==> src/rtl/sync_fifo_param_pkg.sv <==
// Shared definitions for the parametrised synchronous FIFO.
//   FIFO_MODE_STD  : registered read, one cycle of latency after ren
//   FIFO_MODE_FWFT : show-ahead, head word presented on dout while not empty
//   clog2()        : ceiling log2 used to size addresses and pointers
package sync_fifo_param_pkg;

  localparam int FIFO_MODE_STD  = 0;
  localparam int FIFO_MODE_FWFT = 1;

  function automatic int clog2(input int value);
    int result;
    int v;
    result = 0;
    v      = value - 1;
    while (v > 0) begin
      result = result + 1;
      v      = v >> 1;
    end
    return result;
  endfunction

endpackage

==> src/rtl/sync_fifo_param_if.sv <==
// Handshake/status bundle between a FIFO user and sync_fifo_param.
//   master : the user side, drives flush/wen/din/ren/clr_err, observes status
//   slave  : the FIFO side, returns dout/valid/flags/count/error bits
interface sync_fifo_param_if
  import sync_fifo_param_pkg::*;
#(
  parameter int DATA_W = 7,
  parameter int DEPTH  = 16
);

  localparam int ADDR_W = clog2(DEPTH);

  logic              flush;
  logic              wen;
  logic [DATA_W-1:0] din;
  logic              ren;
  logic              clr_err;
  logic [DATA_W-1:0] dout;
  logic              valid;
  logic              full;
  logic              empty;
  logic              almost_full;
  logic              almost_empty;
  logic [ADDR_W:0]   count;
  logic              overflow;
  logic              underflow;

  modport master (
    output flush, wen, din, ren, clr_err,
    input  dout, valid, full, empty, almost_full, almost_empty, count,
           overflow, underflow
  );

  modport slave (
    input  flush, wen, din, ren, clr_err,
    output dout, valid, full, empty, almost_full, almost_empty, count,
           overflow, underflow
  );

endinterface

==> src/rtl/sync_fifo_param_ram_dp.sv <==
// fifo_ram_dp: DEPTH x DATA_W storage for the FIFO.
//   clk    : write clock
//   we     : write enable, w_data stored at w_addr on the rising edge
//   r_addr : read address, r_data follows combinationally (async read)
// Contents are never reset; the FIFO pointers decide what is meaningful.
module fifo_ram_dp #(
  parameter int DATA_W = 7,
  parameter int DEPTH  = 16,
  parameter int ADDR_W = 4
) (
  input  logic              clk,
  input  logic              we,
  input  logic [ADDR_W-1:0] w_addr,
  input  logic [DATA_W-1:0] w_data,
  input  logic [ADDR_W-1:0] r_addr,
  output logic [DATA_W-1:0] r_data
);

  logic [DATA_W-1:0] mem [DEPTH];

  always_ff @(posedge clk) begin
    if (we) begin
      mem[w_addr] <= w_data;
    end
  end

  assign r_data = mem[r_addr];

endmodule

==> src/rtl/sync_fifo_param.sv <==
// sync_fifo_param: single-clock FIFO between transform stages.
//   clk, rst_n : rising-edge clock, asynchronous active-low reset
//   bus        : slave side of sync_fifo_param_if
//                (flush/wen/din/ren/clr_err in; dout/valid/full/empty/
//                 almost_full/almost_empty/count/overflow/underflow out)
// FWFT selects a registered read port or a show-ahead read port.
module sync_fifo_param
  import sync_fifo_param_pkg::*;
#(
  parameter int DATA_W    = 7,
  parameter int DEPTH     = 16,
  parameter int FWFT      = FIFO_MODE_STD,
  parameter int AF_THRESH = 12,
  parameter int AE_THRESH = 4
) (
  input  logic                 clk,
  input  logic                 rst_n,
  sync_fifo_param_if.slave     bus
);

  localparam int ADDR_W = clog2(DEPTH);
  localparam logic [ADDR_W:0] DEPTH_C = (ADDR_W+1)'(DEPTH);
  localparam logic [ADDR_W:0] AF_C    = (ADDR_W+1)'(AF_THRESH);
  localparam logic [ADDR_W:0] AE_C    = (ADDR_W+1)'(AE_THRESH);
  localparam logic [ADDR_W:0] ONE_C   = (ADDR_W+1)'(1);

  logic [ADDR_W:0]   w_ptr_reg, w_ptr_next;
  logic [ADDR_W:0]   r_ptr_reg, r_ptr_next;
  logic [ADDR_W:0]   count_reg, count_next;
  logic              overflow_reg, overflow_next;
  logic              underflow_reg, underflow_next;

  logic              empty;
  logic              full;
  logic              rd_ok;
  logic              wr_ok;
  logic              rd_en;
  logic              wr_en;
  logic [DATA_W-1:0] ram_rdata;

  assign empty = (count_reg == '0);
  assign full  = (count_reg == DEPTH_C);

  // A write into a full FIFO is allowed only when a read frees a slot in
  // the same cycle; a read of an empty FIFO is never bypassed from din.
  assign rd_ok = bus.ren & ~empty;
  assign wr_ok = bus.wen & (~full | rd_ok);

  // Flush wins over both requests for the cycle.
  assign rd_en = rd_ok & ~bus.flush;
  assign wr_en = wr_ok & ~bus.flush;

  always_comb begin
    w_ptr_next     = w_ptr_reg;
    r_ptr_next     = r_ptr_reg;
    count_next     = count_reg;
    overflow_next  = overflow_reg;
    underflow_next = underflow_reg;

    if (bus.flush) begin
      w_ptr_next = '0;
      r_ptr_next = '0;
      count_next = '0;
    end else begin
      if (wr_en) begin
        w_ptr_next = w_ptr_reg + ONE_C;
      end
      if (rd_en) begin
        r_ptr_next = r_ptr_reg + ONE_C;
      end
      case ({wr_en, rd_en})
        2'b10:   count_next = count_reg + ONE_C;
        2'b01:   count_next = count_reg - ONE_C;
        default: count_next = count_reg;
      endcase
    end

    // Sticky errors: a set in the same cycle as clr_err wins. Flush leaves
    // the error state alone, so a flushed request does not raise a flag.
    if (bus.clr_err) begin
      overflow_next  = 1'b0;
      underflow_next = 1'b0;
    end
    if (~bus.flush & bus.wen & full & ~rd_ok) begin
      overflow_next = 1'b1;
    end
    if (~bus.flush & bus.ren & empty) begin
      underflow_next = 1'b1;
    end
  end

  always_ff @(posedge clk or negedge rst_n) begin
    if (!rst_n) begin
      w_ptr_reg     <= '0;
      r_ptr_reg     <= '0;
      count_reg     <= '0;
      overflow_reg  <= 1'b0;
      underflow_reg <= 1'b0;
    end else begin
      w_ptr_reg     <= w_ptr_next;
      r_ptr_reg     <= r_ptr_next;
      count_reg     <= count_next;
      overflow_reg  <= overflow_next;
      underflow_reg <= underflow_next;
    end
  end

  fifo_ram_dp #(
    .DATA_W (DATA_W),
    .DEPTH  (DEPTH),
    .ADDR_W (ADDR_W)
  ) u_ram (
    .clk    (clk),
    .we     (wr_en),
    .w_addr (w_ptr_reg[ADDR_W-1:0]),
    .w_data (bus.din),
    .r_addr (r_ptr_reg[ADDR_W-1:0]),
    .r_data (ram_rdata)
  );

  generate
    if (FWFT == FIFO_MODE_FWFT) begin : g_fwft
      // Head word is shown directly; an empty FIFO presents zero so that
      // dout has a defined value out of reset despite the unreset array.
      assign bus.dout  = empty ? '0 : ram_rdata;
      assign bus.valid = ~empty;
    end else begin : g_std
      logic [DATA_W-1:0] dout_reg;
      logic              valid_reg;

      always_ff @(posedge clk or negedge rst_n) begin
        if (!rst_n) begin
          dout_reg  <= '0;
          valid_reg <= 1'b0;
        end else begin
          valid_reg <= rd_en;
          if (rd_en) begin
            dout_reg <= ram_rdata;
          end
        end
      end

      assign bus.dout  = dout_reg;
      assign bus.valid = valid_reg;
    end
  endgenerate

  assign bus.full         = full;
  assign bus.empty        = empty;
  assign bus.almost_full  = (count_reg >= AF_C);
  assign bus.almost_empty = (count_reg <= AE_C);
  assign bus.count        = count_reg;
  assign bus.overflow     = overflow_reg;
  assign bus.underflow    = underflow_reg;

endmodule

==> src/flat_wrapper.sv <==
// flat-port wrapper written by rule: the top's interface ports become plain ports
module sync_fifo_param_flat import sync_fifo_param_pkg::*;
#(
  parameter int DATA_W    = 7,
  parameter int DEPTH     = 16,
  parameter int FWFT      = FIFO_MODE_STD,
  parameter int AF_THRESH = 12,
  parameter int AE_THRESH = 4
)
  (clk, rst_n, bus_flush, bus_wen, bus_din, bus_ren, bus_clr_err, bus_dout, bus_valid, bus_full, bus_empty, bus_almost_full, bus_almost_empty, bus_count, bus_overflow, bus_underflow);
  sync_fifo_param_if #(.DATA_W(DATA_W), .DEPTH(DEPTH)) bus_i ();
  input  logic clk;
  input  logic rst_n;
  input wire logic [$bits(bus_i.flush)-1:0] bus_flush;
  input wire logic [$bits(bus_i.wen)-1:0] bus_wen;
  input wire logic [$bits(bus_i.din)-1:0] bus_din;
  input wire logic [$bits(bus_i.ren)-1:0] bus_ren;
  input wire logic [$bits(bus_i.clr_err)-1:0] bus_clr_err;
  output wire logic [$bits(bus_i.dout)-1:0] bus_dout;
  output wire logic [$bits(bus_i.valid)-1:0] bus_valid;
  output wire logic [$bits(bus_i.full)-1:0] bus_full;
  output wire logic [$bits(bus_i.empty)-1:0] bus_empty;
  output wire logic [$bits(bus_i.almost_full)-1:0] bus_almost_full;
  output wire logic [$bits(bus_i.almost_empty)-1:0] bus_almost_empty;
  output wire logic [$bits(bus_i.count)-1:0] bus_count;
  output wire logic [$bits(bus_i.overflow)-1:0] bus_overflow;
  output wire logic [$bits(bus_i.underflow)-1:0] bus_underflow;
  assign bus_i.flush = bus_flush;
  assign bus_i.wen = bus_wen;
  assign bus_i.din = bus_din;
  assign bus_i.ren = bus_ren;
  assign bus_i.clr_err = bus_clr_err;
  assign bus_dout = bus_i.dout;
  assign bus_valid = bus_i.valid;
  assign bus_full = bus_i.full;
  assign bus_empty = bus_i.empty;
  assign bus_almost_full = bus_i.almost_full;
  assign bus_almost_empty = bus_i.almost_empty;
  assign bus_count = bus_i.count;
  assign bus_overflow = bus_i.overflow;
  assign bus_underflow = bus_i.underflow;
  sync_fifo_param #(.DATA_W(DATA_W), .DEPTH(DEPTH), .FWFT(FWFT), .AF_THRESH(AF_THRESH), .AE_THRESH(AE_THRESH)) u_core (.clk(clk), .rst_n(rst_n), .bus(bus_i));
endmodule
==> config.mk <==
export PLATFORM = sky130hd
export DESIGN_NAME = sync_fifo_param_flat
export DESIGN_NICKNAME = d
export VERILOG_FILES = /design/src/rtl/sync_fifo_param_pkg.sv /design/src/rtl/sync_fifo_param_if.sv /design/src/rtl/sync_fifo_param_ram_dp.sv /design/src/rtl/sync_fifo_param.sv /design/src/flat_wrapper.sv
export SDC_FILE = /design/constraint.sdc
export NUM_CORES = 1
export LEC_CHECK = 0
export ABC_CLOCK_PERIOD_IN_PS = 3100
export CORE_ASPECT_RATIO = 1.75
export CORE_MARGIN = 2
export CORE_UTILIZATION = 59
export CTS_CLUSTER_SIZE = 10
export DETAILED_ROUTE_END_ITERATION = 6
export PLACE_DENSITY = 0.79
export RECOVER_POWER = 100
export SLEW_MARGIN = 20
export SYNTH_ARGS = -nofsm -noshare
export SYNTH_HDL_FRONTEND = slang
export SYNTH_HIERARCHICAL = 1
export SYNTH_SLANG_ARGS = --single-unit
==> constraint.sdc <==
create_clock -name clk -period 3.1 [get_ports clk]
set_clock_uncertainty 0.15 [all_clocks]
set_input_delay 0.465 -clock clk [delete_from_list [all_inputs] [get_ports clk]]
set_output_delay 0.465 -clock clk [all_outputs]
set_load 0.03 [all_outputs]
==> metrics.md <==
| Metric | Value |
|---|---|
| Most frequent cell after synthesis | edfxtp_1 |
| Simple-gate area share of the yosys netlist | 0.0571 |
| Post-synth EDFFs | 112 |
| Cell Count, Final, Fillers Out | 497 |
| Num rows | 47 |
| Finish-stage setup viols | 0 |
| Worst Path Required | 2.48 ns |
| Hold buffer count at CTS | 0 |
| Worst Tran Pin Value | 1.27 ns |
| Worst-path fanout max | 7 |
| DRT Pass-1 Iters | 5 |
| Tcrit/Tclk final | 0.962 |
| CTS tree | built |
| Leak Pwr | 2.33 nW |
| Post-synthesis mux area share | 0.143 |
| Post-CTS sizing | 0 |
| Initial Util | 0.603 |
| Clock Path Buffers | 2 |
| Drt drc | 0 |
| Clk sinks | 135 |
| Die width | 77.9 um |
| Core area | 9350 um2 |
| Critical path startpoint category | flop |
| Sequential-to-total area share from yosys stat | 0.699 |
| Area delta synth->final | 17.6% |
| Final hold viol count | 0 |
| Ys async rst share | 0.170 |
| Cell Area, Synth | 5630 um2 |
| Slew Limit Fails | 0 |
| Synth warnings | 6 |
| Synth Area in Compound Gates | 0.0513 |
| Largest net degree at the start of global routing | 32 |
| Largest family of logic cells by synthesized area | multiplexers |
| Post-DR vias/cell | 6.05 |
| Critical path, cell by cell | or3_4 -> or3_1 -> inv_1 -> clkdlybuf4s50_1 |
| Seq cells post-synth | 135 |
| I/O Buffers | 31 |
| Slowest-stage cell, CP | clkdlybuf4s50_1 |
| Critical setup path kind | flop to output pin |
| CTS HTree Levels | 4 |
| Fraction of layout cells with a size suffix above 1 | 0.160 |
| Num CTS Buffers | 17 |
| Minimum clock period | 2.98 ns |
| Worst hold path class | flop to flop |
| Postcts setup bufs | 0 |
| GPL Wtd Cong | 0.804 |
| TNS Setup | 0 ns |
| Core Util, Final | 0.709 |
| Max-slew headroom | 0.153 |
| Placed Cells | 465 |
| Clk root buf | clkbuf_16 |
| Average cell area after synthesis | 18.2 um2 |
| Commonest cells post-synth | edfxtp_1, nor2_1, dfrtp_1 |
| Largest register FFs | 112 |
| RSZ-0062 raised after global routing | false |
| Fmax | 0.335 GHz |
| Final wirelength | 10.8 mm |
| Diode count | 0 |
| Fillers | 568 |
| Die Ht | 133 um |
| Post-DP HPWL | 7.11 mm |
| Drt first-iter violations | 135 |
| Main synth FF type | edfxtp_1 |
| First-pass GRT wire length | 17.1 mm |
| Initial antenna violation count | 0 |
| Synth Net Count | 329 |
| Max incr delay on CP | 0.66 ns |
| Number of global-route vias before repair | 3,177 |
| CTS clk-pin slew, worst paths | 0.05 ns |
| Synth top area cells | edfxtp_1, dfrtp_1, mux4_1, mux4_2, a22oi_1 |
| Status | finished clean |
| Post-synth top area cell | edfxtp_1 |
| Peak supply drop | 0.581 mV |
| Post-Synth XOR/XNOR Area | 0.0109 |
| Synth top area share | 0.597 |
| Final ANT Viol Nets | 0 |
| Clk Latency, worst-skew pair | 0.41 ns |
| Grt ovf | 0 |
| Via Count | 3,006 |
| PD cells | 818 nW/um2 |
| Die ar. | 10,400 um2 |
| Total GRT Usage | 0.228 |
| Critical path arrival | 2.37 ns |
| Distinct cells, synth | 43 |
| Final Instance Area | 6630 um2 |
| I/O Pins | 32 |
| Synth Area in Adders | 0.0147 |
| Nets | 381 |
| Maxcap violations | 0 |
| Synth Instances | 310 |
| Area of placed instances | 6120 um2 |
| CP Capture Type | output pin |
| Drt wl/cell | 21.8 um |
| Overall power | 5.42 mW |
placed cells by master, fill, tap and decap left out, types with 3 or more instances in the layout:
| master | Yosys | layout |
|---|---|---|
| nor3_1 | 6 | 5 |
| a22oi_1 | 14 | 14 |
| nor2_1 | 27 | 27 |
| clkbuf_16 | 0 | 17 |
| mux2_2 | 7 | 7 |
| nand2_1 | 15 | 15 |
| buf_4 | 1 | 4 |
| xor2_1 | 5 | 5 |
| clkinvlp_4 | 0 | 3 |
| nand4_1 | 3 | 3 |
| nand2b_1 | 4 | 4 |
| mux4_1 | 17 | 17 |
| clkinv_4 | 0 | 3 |
| edfxtp_1 | 112 | 112 |
| dlygate4sd3_1 | 0 | 26 |
| mux4_2 | 11 | 11 |
| clkinv_1 | 0 | 3 |
| clkdlybuf4s50_1 | 0 | 5 |
| clkinv_2 | 0 | 3 |
| dfrtp_1 | 23 | 23 |
| ha_1 | 5 | 5 |
| o21ai_0 | 4 | 4 |
| clkbuf_1 | 4 | 8 |
| inv_1 | 10 | 10 |
| nor2b_1 | 5 | 5 |
final timing paths:
check                                                     start                          endpoint  slack, ns  cells after the start
worst max-delay path            u_core/bus.count[0]$_DFFE_PN0P_                          bus_full       0.12                      4
worst min-delay path             u_core/bus.dout[6]$_DFFE_PN0P_    u_core/bus.dout[6]$_DFFE_PN0P_       0.35                      1
worst max register to register  u_core/bus.count[2]$_DFFE_PN0P_  u_core/u_ram/mem[2][3]$_DFFE_PP_       0.22                      7
worst min register to register   u_core/bus.dout[6]$_DFFE_PN0P_    u_core/bus.dout[6]$_DFFE_PN0P_       0.35                      1
max in group asynchronous                                 rst_n   u_core/bus.count[1]$_DFFE_PN0P_       1.33                      2
min in group asynchronous                                 rst_n   u_core/w_ptr_reg[2]$_DFFE_PN0P_       0.71                      2
report_power, final:
part / switching, mW / internal (mW) / leakage [nW]
Clock: 0.700 / 1.17 / 0.268
Sequential: 0.100 / 2.08 / 1.31
Combinational: 0.758 / 0.612 / 0.757
Total: 1.56 / 3.86 / 2.33
routing by layer:
layer,vias to the layer above,wire (um),share of wire,track usage
met1,1527,3660,0.34,0.243
met4,0,354,0.033,0.130
met2,102,6390,0.59,0.406
li1,1353,-,-,-
met3,24,430,0.040,0.0542
met5,-,0,0,0
cell type report:
cell class	count	area (um2)	share of cell area
inverters	10	37.5	0.00566
multi-input cells	153	1550	0.234
well taps	122	153	0.0230
flip-flops and latches	135	3940	0.594
repair buffers	45	384	0.0580
clock inverters	14	135	0.0204
clock buffers	18	429	0.0648
kinds of logic (layout without fill, tap and decap cells):
| family | count (synthesis) | after routing |
|---|---|---|
| XOR/XNOR | 7 | 7 |
| flip-flops | 135 | 135 |
| multiplexers | 38 | 38 |
| adder cells (fa/ha/maj) | 6 | 6 |
| AO/OA/AOI/OAI | 34 | 34 |
| buffers and inverters | 22 | 87 |
| AND/OR/NAND/NOR | 68 | 68 |
metrics by stage:
stage                     hold slack (ns)  setup WS [ns]
after floorplan                    0.0194          0.289
after global placement              0.317          0.155
after detailed placement            0.345         0.0420
after CTS                           0.270          0.101
after global routing                0.378         0.0160
final                               0.348          0.117
critical path: cells and delay by family, from the launching register on:
family | cells | cell delay [ns]
simple gates | 2 | 0.79
buf+inv | 2 | 0.72
flops | 1 | 0.45
No activity file was read; power rests on OpenSTA's default activity.
